==> config.mk <==
export PLATFORM = sky130hd
export DESIGN_NAME = tt_capture_seq
export DESIGN_NICKNAME = d
export VERILOG_FILES = /design/src/rtl/tt_pkg.sv /design/src/rtl/tt_misr.sv /design/src/rtl/tt_capture_seq.sv
export SDC_FILE = /design/constraint.sdc
export NUM_CORES = 1
export LEC_CHECK = 0
export ABC_AREA = 1
export CAP_MARGIN = 10
export CORE_UTILIZATION = 45
export DETAILED_ROUTE_END_ITERATION = 16
export DONT_BUFFER_PORTS = 1
export GPL_TIMING_DRIVEN = 0
export PLACE_DENSITY_LB_ADDON = 0.3
export SYNTH_ARGS = -nofsm -noshare
export SYNTH_HDL_FRONTEND = slang
export SYNTH_SLANG_ARGS = --single-unit
==> constraint.sdc <==
create_clock -name clk -period 5.5 [get_ports clk]
set_input_delay 0.275 -clock clk [delete_from_list [all_inputs] [get_ports clk]]
set_output_delay 0.275 -clock clk [all_outputs]
set_load 0.03 [all_outputs]
==> src/rtl/tt_pkg.sv <==
// Shared definitions for the truth-table capture sequencer: FSM state type,
// MISR polynomial/seed constants and the single-step MISR update function.
package tt_pkg;

  typedef enum logic [1:0] {
    IDLE   = 2'd0,
    APPLY  = 2'd1,
    SAMPLE = 2'd2,
    DONE   = 2'd3
  } state_t;

  localparam logic [15:0] MISR_POLY = 16'h002D;
  localparam logic [15:0] MISR_SEED = 16'hFFFF;

  // One MISR step: shift left, fold the polynomial back in on a carry-out,
  // then absorb the (already zero-extended) data word.
  function automatic logic [15:0] misr_step(input logic [15:0] cur,
                                            input logic [15:0] d);
    return {cur[14:0], 1'b0} ^ (cur[15] ? MISR_POLY : 16'h0000) ^ d;
  endfunction

endpackage

==> src/rtl/tt_misr.sv <==
// 16-bit MISR compacting the sampled outputs of each sweep; a seed strobe
// reloads the start value, en advances one step.
module tt_misr
  import tt_pkg::*;
#(
  parameter int W = 6
) (
  input  logic         clk,
  input  logic         rst_n,
  input  logic         seed,
  input  logic         en,
  input  logic [W-1:0] d,
  output logic [15:0]  sig
);

  always_ff @(posedge clk) begin
    if (!rst_n) begin
      sig <= MISR_SEED;
    end else if (seed) begin
      sig <= MISR_SEED;
    end else if (en) begin
      sig <= misr_step(sig, 16'(d));
    end
  end

endmodule

==> src/rtl/tt_capture_seq.sv <==
// Exhaustive truth-table capture: walks x through every input code, waits
// SETTLE cycles, samples f into tt. Optional MISR signature with TT_MISR_EN.
module tt_capture_seq
  import tt_pkg::*;
#(
  parameter int SETTLE = 1,
  parameter int NI     = 3,
  parameter int NO     = 6
) (
  input  logic                     clk,
  input  logic                     rst_n,
  input  logic                     start,
  output logic                     busy,
  output logic                     done,
  output logic [NI-1:0]            x,
  input  logic [NO-1:0]            f,
  output logic [(1<<NI)*NO-1:0]    tt
`ifdef TT_MISR_EN
  ,
  output logic [15:0]              sig
`endif
);

  // With SETTLE=0 there is nothing to wait for, so APPLY is skipped entirely
  // and every code costs exactly one SAMPLE cycle.
  localparam state_t     FIRST    = (SETTLE == 0) ? SAMPLE : APPLY;
  localparam logic [3:0] CNT_LAST = (SETTLE == 0) ? 4'd0 : 4'(SETTLE - 1);

  state_t          state;
  logic [NI-1:0]   idx;
  logic [3:0]      cnt;

  // NOTE: state is updated only with non-blocking assignments so every flop
  // sees the pre-edge values of its peers, independent of statement order.
  always_ff @(posedge clk) begin
    if (!rst_n) begin
      state <= IDLE;
      idx   <= '0;
      cnt   <= '0;
      tt    <= '0;
    end else begin
      case (state)
        IDLE: begin
          if (start) begin
            tt    <= '0;
            idx   <= '0;
            cnt   <= '0;
            state <= FIRST;
          end
        end
        APPLY: begin
          if (cnt == CNT_LAST) begin
            cnt   <= '0;
            state <= SAMPLE;
          end else begin
            cnt <= cnt + 4'd1;
          end
        end
        SAMPLE: begin
          tt[int'(idx)*NO +: NO] <= f;
          if (idx == {NI{1'b1}}) begin
            state <= DONE;
          end else begin
            idx   <= idx + 1'b1;
            state <= FIRST;
          end
        end
        DONE:    state <= IDLE;
        default: state <= IDLE;
      endcase
    end
  end

  assign busy = (state == APPLY) || (state == SAMPLE);
  assign done = (state == DONE);
  assign x    = busy ? idx : '0;

`ifdef TT_MISR_EN
  logic misr_seed;
  logic misr_en;

  assign misr_seed = (state == IDLE) && start;
  assign misr_en   = (state == SAMPLE);

  tt_misr #(.W(NO)) u_misr (
    .clk   (clk),
    .rst_n (rst_n),
    .seed  (misr_seed),
    .en    (misr_en),
    .d     (f),
    .sig   (sig)
  );
`endif

endmodule

After elaboration in Yosys (flattened, before gate mapping)
Cells that the tools add are included.
{"block": "word_totals", "ff_bits": 57, "inputBits": 9, "wordCells": 40}
{"block": "op_classes", "n_addsub": 3, "mul": 1, "n_eq_ne": 7, "shifts": 2, "mux": 14, "reduce_logical": 9}
{"op": "$pmux W48 S2", "n": 1}
{"op": "$bwmux W48", "n": 1}
{"op": "$mux W48", "n": 1}
{"op": "$shift A6 B33 Y48 const A", "n": 1}
{"op": "$shiftx A6 B33 Y48", "n": 1}
{"op": "$neg A6 Y33", "n": 1}
{"op": "$mux W3", "n": 3}
{"op": "$mux W4", "n": 2}
{"op": "$pmux W2 S4", "n": 1}
{"op": "$pmux W4 S2", "n": 1}
{"op": "$mux W2", "n": 3}
{"op": "$ne A2 B2 Y1 const B", "n": 3}
{"op": "$pmux W3 S2", "n": 1}
{"op": "$reduce_and A2 Y1", "n": 3}
{"op": "$mul A3 B2 Y5 const B", "n": 1}
{"op": "$add A4 B1 Y4 const B", "n": 1}
{"op": "$eq A2 B2 Y1 const B", "n": 2}
{"op": "$logic_not A4 Y1", "n": 1}
{"op": "$reduce_bool A2 Y1", "n": 2}
{"op": "$add A3 B1 Y3 const B", "n": 1}
{"op": "$eq A3 B3 Y1 const B", "n": 1}
{"op": "$reduce_and A3 Y1", "n": 1}
{"op": "$eq A2 B1 Y1 const B", "n": 1}
{"op": "$logic_not A2 Y1", "n": 1}
{"op": "$logic_or A1 B1 Y1", "n": 1}

Logic depth before layout (Yosys ltp)
Gate-level depths: netlist (run 1).
{"block": "logic_depth", "word_depth": 5, "mapped_depth": 19}

Least setup slack after synthesis (run 1)
OpenSTA, ideal clock, no wires.
{"block": "synth_path", "path_type": "reg2reg", "startpoint": "register idx[0]", "endpoint": "register tt[0]", "arrival_time_ns": 2.579, "t_required_ns": 5.368, "slack_ns": 2.789, "path_stages_with_launch": 15, "period_less_slack_ns": 2.711, "cell_sequence": "dfxtp_1 -> ha_1 -> fa_1 -> inv_1 -> nand2_1 -> nor2_1 -> ha_1 -> buf_2 -> inv_1 -> buf_2 -> nand3_1 -> nor3_1 -> o21ai_0 -> nand2_1 -> a21oi_1"}
{"block": "synth_between", "elab_chain_len": 5, "word_cells_on_any_way": 6, "classes_between": "1 x add/sub; 1 x mul; 2 x shift; 2 x mux"}
{"element": "start: declaration", "line": "tt_capture_seq.sv:30", "text": "logic [NI-1:0] idx;"}
{"element": "start signal: assignment", "line": "tt_capture_seq.sv:64", "text": "idx <= idx + 1'b1;"}
{"element": "$mul A3 B2 Y5 *", "line": "tt_capture_seq.sv:60", "text": "tt[int'(idx)*NO +: NO] <= f;"}
{"element": "$neg A6 Y33 *", "line": "tt_capture_seq.sv:60"}
{"element": "$shiftx A6 B33 Y48 or $shift A6 B33 Y48 (tied branches)", "line": "tt_capture_seq.sv:60"}
{"element": "$bwmux W48 *", "line": "tt_capture_seq.sv:60"}
{"element": "$pmux W48 S2 *", "line": "tt_capture_seq.sv:42", "text": "case (state)"}
{"element": "end signal: assignment", "line": "tt_capture_seq.sv:40", "text": "tt <= '0;"}
{"element": "end signal: assignment", "line": "tt_capture_seq.sv:45", "text": "tt <= '0;"}
{"element": "end signal: indexed assignment", "line": "tt_capture_seq.sv:60"}
{"element": "end: declaration", "line": "tt_capture_seq.sv:17", "text": "output logic [(1<<NI)*NO-1:0] tt"}
Every way passes the cells marked *; elsewhere a longest branch is shown, timed or not.
A chain may end at the register's enable or synchronous reset.

Worst setup path after layout (run 1)
{"block": "layout_path", "startpoint": "register idx[1]", "endpoint": "register tt[0]"}
The elaborated chain is that of the path after synthesis.

==> flow_metrics.py, run 1 <==
metrics = {
    "yosys": {
        "yosysWarnings": 0,
        "muxShareOfSynthArea_pct": 0,
        "synth-edff-count": 0,
        "synth.distinct_cells": 34,
        "synth_compound_area_share_pct": 13.30,
        "synth_top_family_by_area": "simple AND/OR/NAND/NOR gates",
        "syn-num-nets": 619,
        "synthSimpleGateAreaFrac_pct": 40.74,
        "synth_fa_ha_area_share_pct": 4.916,
        "yosys.area.top_type": "dfxtp_1",
        "synth_xor_area_share_pct": 0.7407,
        "yosysMostFrequentCell": "nand2_1",
        "yosysTopAreaCellShare_pct": 30.71,
        "ys_top_cells_by_area": "dfxtp_1, nand2_1, a21oi_1, nand3_1, nor2_1",
        "synth_common_cells": "nand2_1, dfxtp_1, nor2_1, a21oi_1, nand3_1",
        "postSynthCellCount": 596,
        "syn_avg_cell_area_sq_um": 6.235,
        "ys_seq_area_share_pct": 30.71,
        "synthFlopType": "dfxtp_1",
        "ys_ff_latch": 57,
        "synthArstFlopShare_pct": 0,
        "netlist_area_sq_um": 3716,
    },
    "finish": {
        "finish.utilization_pct": 51.87,
        "regArea_sq_um": 1141,
        "antenna_cells": 0,
        "final_layout_size_suffix_gt1_share_pct": 9.150,
        "finish.instance_area_sq_um": 4070,
        "instances_no_fill": 714,
        "n_fill_cell": 861,
        "area_growth_syn_to_layout_pct": 9.529,
        "multi_input_area_sq_um": 2218,
        "fin_nets": 630,
    },
    "route": {
        "via_count": 3978,
        "wirelength_um": 11950,
        "viasPerCell": 5.571,
        "wl_per_cell_um": 16.74,
        "drtIter0Drc": 281,
        "ant_nets": 0,
        "drcViolationCount": 0,
        "firstDrtPassIters": 5,
    },
    "clock_tree": {
        "cts.path.max_buffers": 2,
        "cts_made_buffers": 9,
        "path_clk_slew_ns": 0.08,
        "clock-sinks": 57,
        "clock_latency_ns": 0.35,
        "cts_hold_buf": 0,
        "root_buffer": "clkbuf_8",
        "post_cts_buffers": 0,
        "htreeDepth": 3,
        "tritoncts": "yes",
        "cts_resized": 0,
    },
    "global_route": {
        "grt_overflow": 0,
        "grt_usage_pct": 29.12,
        "grt_start_max_net_pins": 13,
        "grt_pass1_wl_um": 19170,
        "antenna_found_initial": 0,
        "grt_pass1_vias": 3816,
    },
    "run": {
        "maxCapViolations": 0,
    },
    "timing": {
        "slew_headroom_pct": 51.98,
        "layout_setup_ws_ns": 2.240,
        "finClkSkew_ns": 0.01022,
        "rsz0062_at_grt": "false",
        "fin_worst_hold_slack_ns": 0.2018,
        "worst_pin_slew_ns": 0.7127,
        "timing.fmax_ghz": 0.3068,
        "setup_tns_ns": 0,
        "final_hold_viol_count": 0,
        "slew_viol_final": 0,
        "period_minus_slack_ns": 3.260,
        "setup_violations": 0,
        "finalCritPeriodShare_pct": 59.27,
    },
    "placement": {
        "gp_congestion": 0.9750,
        "dp_cells": 698,
        "hpwlAfterDp_um": 9060,
        "place_ws_ns": 2.281,
        "io_buffers": 0,
        "dpl_cell_area_sq_um": 3844,
    },
    "worst_setup_path": {
        "required_ns": 5.71,
        "cp_max_fo": 10,
        "cp-end-kind": "register",
        "cp.arrival_ns": 3.47,
        "start_kind": "register",
        "critPathKind": "reg -> reg",
    },
    "floorplanning": {
        "io-pin-count": 62,
        "dieArea_sq_um": 8626,
        "start_util_pct": 47.35,
        "std_cell_rows": 32,
        "coreArea_sq_um": 7848,
        "die_x_um": 92.88,
        "die_h_um": 92.88,
    },
    "power": {
        "ir_worst_vdd_v": 0.0001581,
        "power_leakage_nw": 1.640,
        "design_power_total_mw": 1.702,
        "power_density_nw_per_um2": 418.1,
    },
    "status": {
        "status": "finished, final reports clean",
    },
    "hold_path": {
        "min_path_type": "in -> reg",
    },
}
flip-flops by register name (all words and copies together), names as in the netlist:
signal,count
cnt,4
idx,3
state,2
tt,48
per-layer routing:
layer  up-vias  global-route usage, %  share of wire (%)
met5         -                      0                  0
met4         0                  12.69                3.3
met3        28                  8.210                8.3
met2       172                  46.20                 44
met1      1803                  36.61                 44
li1       1975                      -                  -
area by class of cell:
| type | instances | share of cell area, % |
|---|---|---|
| Buffer | 27 | 3.781 |
| Clock inverter | 7 | 2.521 |
| Sequential cell | 57 | 28.04 |
| Multi-Input combinational cell | 458 | 54.50 |
| Clock buffer | 9 | 3.043 |
| Tap cell | 102 | 3.136 |
| Inverter | 54 | 4.980 |
final timing paths:
check | start | to | slack (ns) | cells after the start
worst max register to register | idx[1]$_SDFFE_PN0P_ | tt[0]$_SDFFE_PN0P_ | 2.24 | 14
worst min register to register | cnt[2]$_SDFFE_PN0P_ | cnt[2]$_SDFFE_PN0P_ | 0.48 | 2
worst min-delay path | rst_n | tt[2]$_SDFFE_PN0P_ | 0.20 | 3
worst max-delay path | idx[1]$_SDFFE_PN0P_ | tt[0]$_SDFFE_PN0P_ | 2.24 | 14
where the power goes:
part           internal [mW]  total (mW)  switching [mW]
Sequential             0.427       0.456          0.0286
Clock                  0.259       0.460           0.201
Combinational          0.202       0.786           0.584
logic make-up (layout without fill, tap and decap cells):
kind of cell,Yosys count,count (layout)
AO/OA/AOI/OAI,93,93
XOR/XNOR,1,1
adder cells (fa/ha/maj),14,14
buffers and inverters,81,97
flip-flops,57,57
AND/OR/NAND/NOR,350,350
cells in the final DEF, fill, tap and decap left out, types with 4 or more instances in the layout:
cell type / instances
nand2_1: 196
dfxtp_1: 57
nor2_1: 55
a21oi_1: 53
nand3_1: 50
inv_1: 46
o21ai_0: 21
nor3_1: 18
nand4_1: 16
ha_1: 13
buf_2: 11
clkbuf_8: 9
inv_2: 6
clkbuf_1: 6
o22ai_1: 6
nor2_2: 5
o21ai_1: 5
nand2_2: 4
a211oi_1: 4
critical path, cell delays in order, from the launching register on:
cell and delay [ns]:
dfxtp_1 0.43, ha_1 0.30, fa_1 0.56, inv_1 0.12, nand2_1 0.05, nor2_1 0.11
ha_1 0.23, buf_2 0.18, inv_1 0.08, buf_2 0.25, nand3_1 0.15, nor3_1 0.33
o21ai_0 0.17, nand2_1 0.09, a21oi_1 0.06
(Power assumes the default switching activity.)
==> run 2: changes to the inputs <==
ABC_AREA = 0   (was 1)
clock period = 3.3 ns   (was 5.5 ns; I/O delays follow)
==> flow_metrics.py, run 2 <==
metrics = {
    "route": {
        "firstDrtPassIters": 5,
        "wirelength_um": 12380,
        "wl_per_cell_um": 21.12,
        "viasPerCell": 6.454,
        "drtIter0Drc": 295,
        "via_count": 3782,
        "ant_nets": 0,
        "drcViolationCount": 0,
    },
    "worst_setup_path": {
        "timing.rr.start": "idx[0]$_SDFFE_PN0P_",
        "slowest_delay_ns": 0.36,
        "cp.arrival_ns": 3.42,
        "critPathKind": "reg -> reg",
        "reg2reg_depth": 13,
        "cp-end-kind": "register",
        "r2r_slack_ns": 0.12,
        "slowest_stage": "dfxtp_2",
        "rr_endpoint": "tt[4]$_SDFFE_PN0P_",
        "crit_top_cell": "clkinvlp_4",
        "start_kind": "register",
        "required_ns": 3.54,
        "path_cells": "buf_6 -> clkinvlp_4 -> ha_1 -> buf_2 -> nor2b_2 -> and2_1 -> ha_4 -> clkinvlp_4 -> a21o_4 -> or3_1 -> nand3_1 -> a21oi_1 -> a22o_1",
        "cp_max_fo": 10,
    },
    "power": {
        "design_power_total_mw": 1.818,
        "ir_worst_vdd_v": 0.0003035,
        "power_leakage_nw": 1.385,
        "power_density_nw_per_um2": 431.2,
    },
    "clock_tree": {
        "clock-sinks": 57,
        "root_buffer": "clkbuf_8",
        "path_clk_slew_ns": 0.07,
        "cts_hold_buf": 0,
        "tritoncts": "yes",
        "cts.path.max_buffers": 2,
        "cts_made_buffers": 9,
        "clock_latency_ns": 0.36,
        "htreeDepth": 3,
    },
    "timing": {
        "period_minus_slack_ns": 3.179,
        "finalCritPeriodShare_pct": 96.33,
        "setup_tns_ns": 0,
        "slew_headroom_pct": 50.60,
        "slew_viol_final": 0,
        "rsz0062_at_grt": "false",
        "setup_violations": 0,
        "finClkSkew_ns": 0.01212,
        "worst_pin_slew_ns": 0.7203,
        "timing.fmax_ghz": 0.3146,
        "final_hold_viol_count": 0,
    },
    "placement": {
        "dp_cells": 563,
        "gp_congestion": 0.9532,
        "hpwlAfterDp_um": 9271,
        "io_buffers": 0,
    },
    "finish": {
        "multi_input_area_sq_um": 2419,
        "regMostFlops": "tt",
        "antenna_cells": 0,
        "finish.utilization_pct": 53.99,
        "regArea_sq_um": 1145,
        "n_fill_cell": 753,
        "fin_nets": 502,
        "instances_no_fill": 586,
        "reg.largest.list": "tt (48), cnt (4), idx (3)",
        "final_cell_mix": "dfxtp_1, nand2_1, nor2_1",
        "final_layout_size_suffix_gt1_share_pct": 14.05,
        "area_growth_syn_to_layout_pct": 14.63,
        "largest_reg_flops": 48,
        "layout_commonest_cell": "dfxtp_1",
    },
    "yosys": {
        "synthFlopType": "dfxtp_1",
        "netlist_area_sq_um": 3677,
        "synthArstFlopShare_pct": 0,
        "ys_ff_latch": 57,
        "synth.distinct_cells": 61,
        "synth_common_cells": "dfxtp_1, nand2_1, nor2_1, nand3_1, a21oi_1",
        "ys_seq_area_share_pct": 31.03,
        "synth-edff-count": 0,
        "ys_top_cells_by_area": "dfxtp_1, nand2_1, ha_1, nor2_1, nand3_1",
        "postSynthCellCount": 461,
        "yosysWarnings": 0,
        "yosysMostFrequentCell": "dfxtp_1",
        "syn-num-nets": 484,
        "yosysTopAreaCellShare_pct": 31.03,
        "yosys.area.top_type": "dfxtp_1",
        "syn_avg_cell_area_sq_um": 7.977,
    },
    "floorplanning": {
        "dieArea_sq_um": 8537,
        "coreArea_sq_um": 7807,
        "start_util_pct": 47.10,
        "die_h_um": 92.40,
        "io-pin-count": 62,
        "die_x_um": 92.40,
        "std_cell_rows": 32,
    },
    "hold_path": {
        "hold-path-endpoint": "tt[41]$_SDFFE_PN0P_",
        "min-delay-start": "rst_n",
        "min_path_type": "in -> reg",
        "holdPathStages": 2,
    },
    "global_route": {
        "grt_pass1_wl_um": 19580,
        "grt_pass1_vias": 3669,
        "antenna_found_initial": 0,
        "grt_overflow": 0,
        "grt_usage_pct": 30.27,
        "grt_start_max_net_pins": 11,
    },
    "run": {
        "maxCapViolations": 0,
    },
    "status": {
        "status": "finished, final reports clean",
    },
}
[run 2: cell type report]
cell class / instances / share of cell area (%)
Buffer: 30 / 3.295
Clock buffer: 12 / 3.681
Clock inverter: 4 / 2.345
Inverter: 17 / 1.692
Multi-Input combinational cell: 356 / 57.38
Sequential cell: 57 / 27.16
Tap cell: 102 / 3.028
Timing Repair Buffer: 8 / 1.425
[run 2: timing repair]
action | CTS | global route
setup endpoints to repair | 46 | 43
resized for setup | 9 | 20
pin swaps | 0 | 3
buffers inserted | 1 | 7
[run 2: critical path, delay by kind of cell (launching register included)]
| family | cells | cell delay [ns] |
|---|---|---|
| AO/OA/AOI/OAI | 3 | 0.63 |
| adder cells (fa/ha/maj) | 2 | 0.61 |
| buffers and inverters | 4 | 0.66 |
| flip-flops | 1 | 0.36 |
| AND/OR/NAND/NOR | 4 | 0.83 |
[run 2: kinds of logic after synthesis]
| logic type | after synthesis | share of synthesized area (%) |
|---|---|---|
| buf+inv | 48 | 5.342 |
| fa+ha+maj | 14 | 4.968 |
| xor+xnor | 8 | 2.722 |
| compound gates | 136 | 27.05 |
| mux | 10 | 2.756 |
| flops | 57 | 31.03 |
| simple gates | 188 | 26.13 |
[run 2: per-stage QoR]
step	cell area (sq um)	worst slack, ns	hold WS (ns)
after floorplan	3677	0.01410	0.3409
after global placement	3805	-0.5010	0.3856
after detailed placement	3805	-0.5177	0.3810
after CTS	4106	0.005043	0.01553
after global routing	4215	0.004915	0.02232
final	4215	0.1211	0.01919
[run 2: per-layer routing]
layer | global-route usage [%] | wire [um] | vias to the layer above
li1 | - | - | 1759
met4 | 12.50 | 423 | 0
met2 | 45.37 | 5416 | 201
met3 | 9.606 | 1272 | 35
met1 | 39.90 | 5264 | 1787
met5 | 0 | 0 | -
[run 2: worst max-delay path by stage]
stage	from	slack [ns]	cells past startpoint	endpoint
after floorplan	idx[1]$_SDFFE_PN0P_	0.01	13	tt[4]$_SDFFE_PN0P_
after global placement	idx[1]$_SDFFE_PN0P_	-0.50	12	tt[22]$_SDFFE_PN0P_
after detailed placement	idx[1]$_SDFFE_PN0P_	-0.52	12	tt[22]$_SDFFE_PN0P_
after CTS	idx[1]$_SDFFE_PN0P_	0.005	12	tt[4]$_SDFFE_PN0P_
after global routing	idx[0]$_SDFFE_PN0P_	0.005	13	tt[24]$_SDFFE_PN0P_
final	idx[0]$_SDFFE_PN0P_	0.12	13	tt[4]$_SDFFE_PN0P_
[run 2: where the power goes]
part           switching, mW  internal (mW)  total (mW)
registers            0.00697          0.692       0.699
logic                  0.198         0.0747       0.273
clock network          0.301          0.545       0.846
==> run 3: changes to the inputs <==
ABC_AREA = 1   (was 0)
==> flow_metrics.py, run 3 (synthesized netlist as in run 1, its figures left out) <==
metrics = {
    "status": {
        "status": "finished, final reports clean",
    },
    "route": {
        "drtIter0Drc": 257,
        "firstDrtPassIters": 5,
        "via_count": 3977,
        "wl_per_cell_um": 16.71,
        "viasPerCell": 5.570,
        "ant_nets": 0,
        "drcViolationCount": 0,
        "wirelength_um": 11930,
    },
    "finish": {
        "largest_reg_flops": 48,
        "instances_no_fill": 714,
        "final_cell_mix": "nand2_1, dfxtp_1, nor2_1",
        "layout_commonest_cell": "nand2_1",
        "area_growth_syn_to_layout_pct": 9.865,
        "reg.largest.list": "tt (48), cnt (4), idx (3)",
        "final_layout_size_suffix_gt1_share_pct": 9.641,
        "regMostFlops": "tt",
        "fin_nets": 630,
        "antenna_cells": 0,
    },
    "worst_setup_path": {
        "cp-end-kind": "register",
        "rr_endpoint": "tt[0]$_SDFFE_PN0P_",
        "cp-startpoint": "idx[1]$_SDFFE_PN0P_",
        "crit_path_end": "tt[0]$_SDFFE_PN0P_",
        "cp.arrival_ns": 3.26,
        "cp_max_fo": 10,
        "required_ns": 3.51,
        "reg2reg_depth": 14,
        "critPathKind": "reg -> reg",
        "r2r_slack_ns": 0.24,
        "start_kind": "register",
        "timing.rr.start": "idx[1]$_SDFFE_PN0P_",
    },
    "power": {
        "swShare_pct": 47.82,
        "p_comb_share_pct": 46.4,
        "power_frac_seq_pct": 26.7,
        "ir_worst_vdd_v": 0.0002640,
        "power_density_nw_per_um2": 696.7,
        "intPower_mw": 1.484,
        "p_sw_mw": 1.360,
        "power_leakage_nw": 1.639,
        "clockPowerShare_pct": 26.9,
    },
    "timing": {
        "timing.fmax_ghz": 0.3271,
        "slew_headroom_pct": 51.86,
        "slew_viol_final": 0,
        "final_hold_viol_count": 0,
        "worst_pin_slew_ns": 0.7222,
        "finalCritPeriodShare_pct": 92.64,
        "layout_setup_ws_ns": 0.2427,
        "finClkSkew_ns": 0.006769,
        "fin_worst_hold_slack_ns": 0.09320,
        "setup_violations": 0,
        "rsz0062_at_grt": "false",
        "setup_tns_ns": 0,
        "period_minus_slack_ns": 3.057,
    },
    "floorplanning": {
        "dieArea_sq_um": 8626,
        "die_x_um": 92.88,
        "coreArea_sq_um": 7848,
        "io-pin-count": 62,
        "start_util_pct": 47.35,
        "std_cell_rows": 32,
        "die_h_um": 92.88,
    },
    "clock_tree": {
        "clock-sinks": 57,
        "post_cts_buffers": 0,
        "clock_latency_ns": 0.36,
        "cts_made_buffers": 9,
        "htreeDepth": 3,
        "tritoncts": "yes",
        "path_clk_slew_ns": 0.08,
        "cts.path.max_buffers": 2,
        "root_buffer": "clkbuf_8",
    },
    "global_route": {
        "grtUsageMet1_pct": 36.61,
        "gr-usage-met3_pct": 8.210,
        "antenna_found_initial": 0,
        "grt-busiest-layer": "met2",
        "grt_pass1_wl_um": 19170,
        "grt_overflow": 0,
        "grt_usage_pct": 29.12,
        "use_met2_pct": 46.20,
        "grt_pass1_vias": 3816,
        "grt_start_max_net_pins": 13,
    },
    "placement": {
        "place_ws_ns": 0.08068,
        "hpwlAfterDp_um": 9060,
        "gp_congestion": 0.9750,
        "io_buffers": 0,
        "dp_cells": 698,
    },
    "hold_path": {
        "min_path_type": "in -> reg",
    },
    "run": {
        "maxCapViolations": 0,
    },
}
## run 3: cell count changes in the layout (fill, tap and decap cells not counted), sizes merged, moves of 11 or more
cell | before | now
nor2 | 37 | 61
inv | 15 | 53
a22o | 11 | 0
nand2 | 50 | 201
a32o | 12 | 0
a21oi | 27 | 53
and2 | 11 | 0
clkbuf | 30 | 17
nand3 | 27 | 50
## run 3: worst min-delay path by stage
stage	from	endpoint	slack, ns	cells past startpoint
after global placement	cnt[2]$_SDFFE_PN0P_	cnt[2]$_SDFFE_PN0P_	0.45	2
after detailed placement	rst_n	tt[2]$_SDFFE_PN0P_	0.46	3
final	rst_n	tt[2]$_SDFFE_PN0P_	0.09	3
after global routing	rst_n	tt[2]$_SDFFE_PN0P_	0.09	3
after floorplan	rst_n	tt[2]$_SDFFE_PN0P_	0.43	3
after CTS	rst_n	tt[2]$_SDFFE_PN0P_	0.1	3
## run 3: power by group through the flow
stage	registers [mW]	clock network [mW]	logic, mW
3_5_place_dp	0.776	0	1.27
4_1_cts	0.760	0.772	1.28
5_1_grt	0.764	0.809	1.45
3_3_place_gp	0.774	0	1.26
2_1_floorplan	0.770	0	0.944
6_report	0.760	0.766	1.32
## run 3: per-layer routing
layer / vias to the layer above / share of wire [%] / wire length [um]
met1: 1802 / 45 / 5317
met5: - / 0 / 0
met4: 0 / 3.4 / 405
li1: 1981 / - / -
met3: 35 / 7.8 / 928
met2: 159 / 44 / 5282
## run 3: per-stage QoR
stage	total power [mW]	cell area (sq um)	util, %
after global routing	3.022	4083	52.02
after detailed placement	2.049	3844	48.98
after global placement	2.039	3844	48.98
final	2.844	4083	52.02
after CTS	2.809	4070	51.87
after floorplan	1.714	3716	-
## run 3: timing repair
item / in CTS / in global routing
hold endpoints to repair: 0 / 0
resized for setup: 0 / 4
setup endpoints to repair: 0 / 11
hold buffers: 0 / 0
## run 3: layout make-up
type                    instances  area [sq um]
inverters                      54         202.7
multi-input cells             458          2228
well taps                     102         127.6
flip-flops and latches         57          1141
plain buffers                  27         156.4
clock inverters                 7         102.6
fillers                       861          3765
clock buffers                   9         123.9
## run 3: worst max-delay path, cell delays in order, from the launching register on
cell and delay (ns):
dfxtp_1 0.43, ha_2 0.28, fa_1 0.54, inv_1 0.12
nand2_1 0.05, nor2_1 0.11, ha_1 0.23, buf_2 0.18
inv_1 0.08, clkbuf_4 0.22, nand3_1 0.14, nor3_2 0.22
o21ai_0 0.15, nand2_1 0.09, a21oi_1 0.06
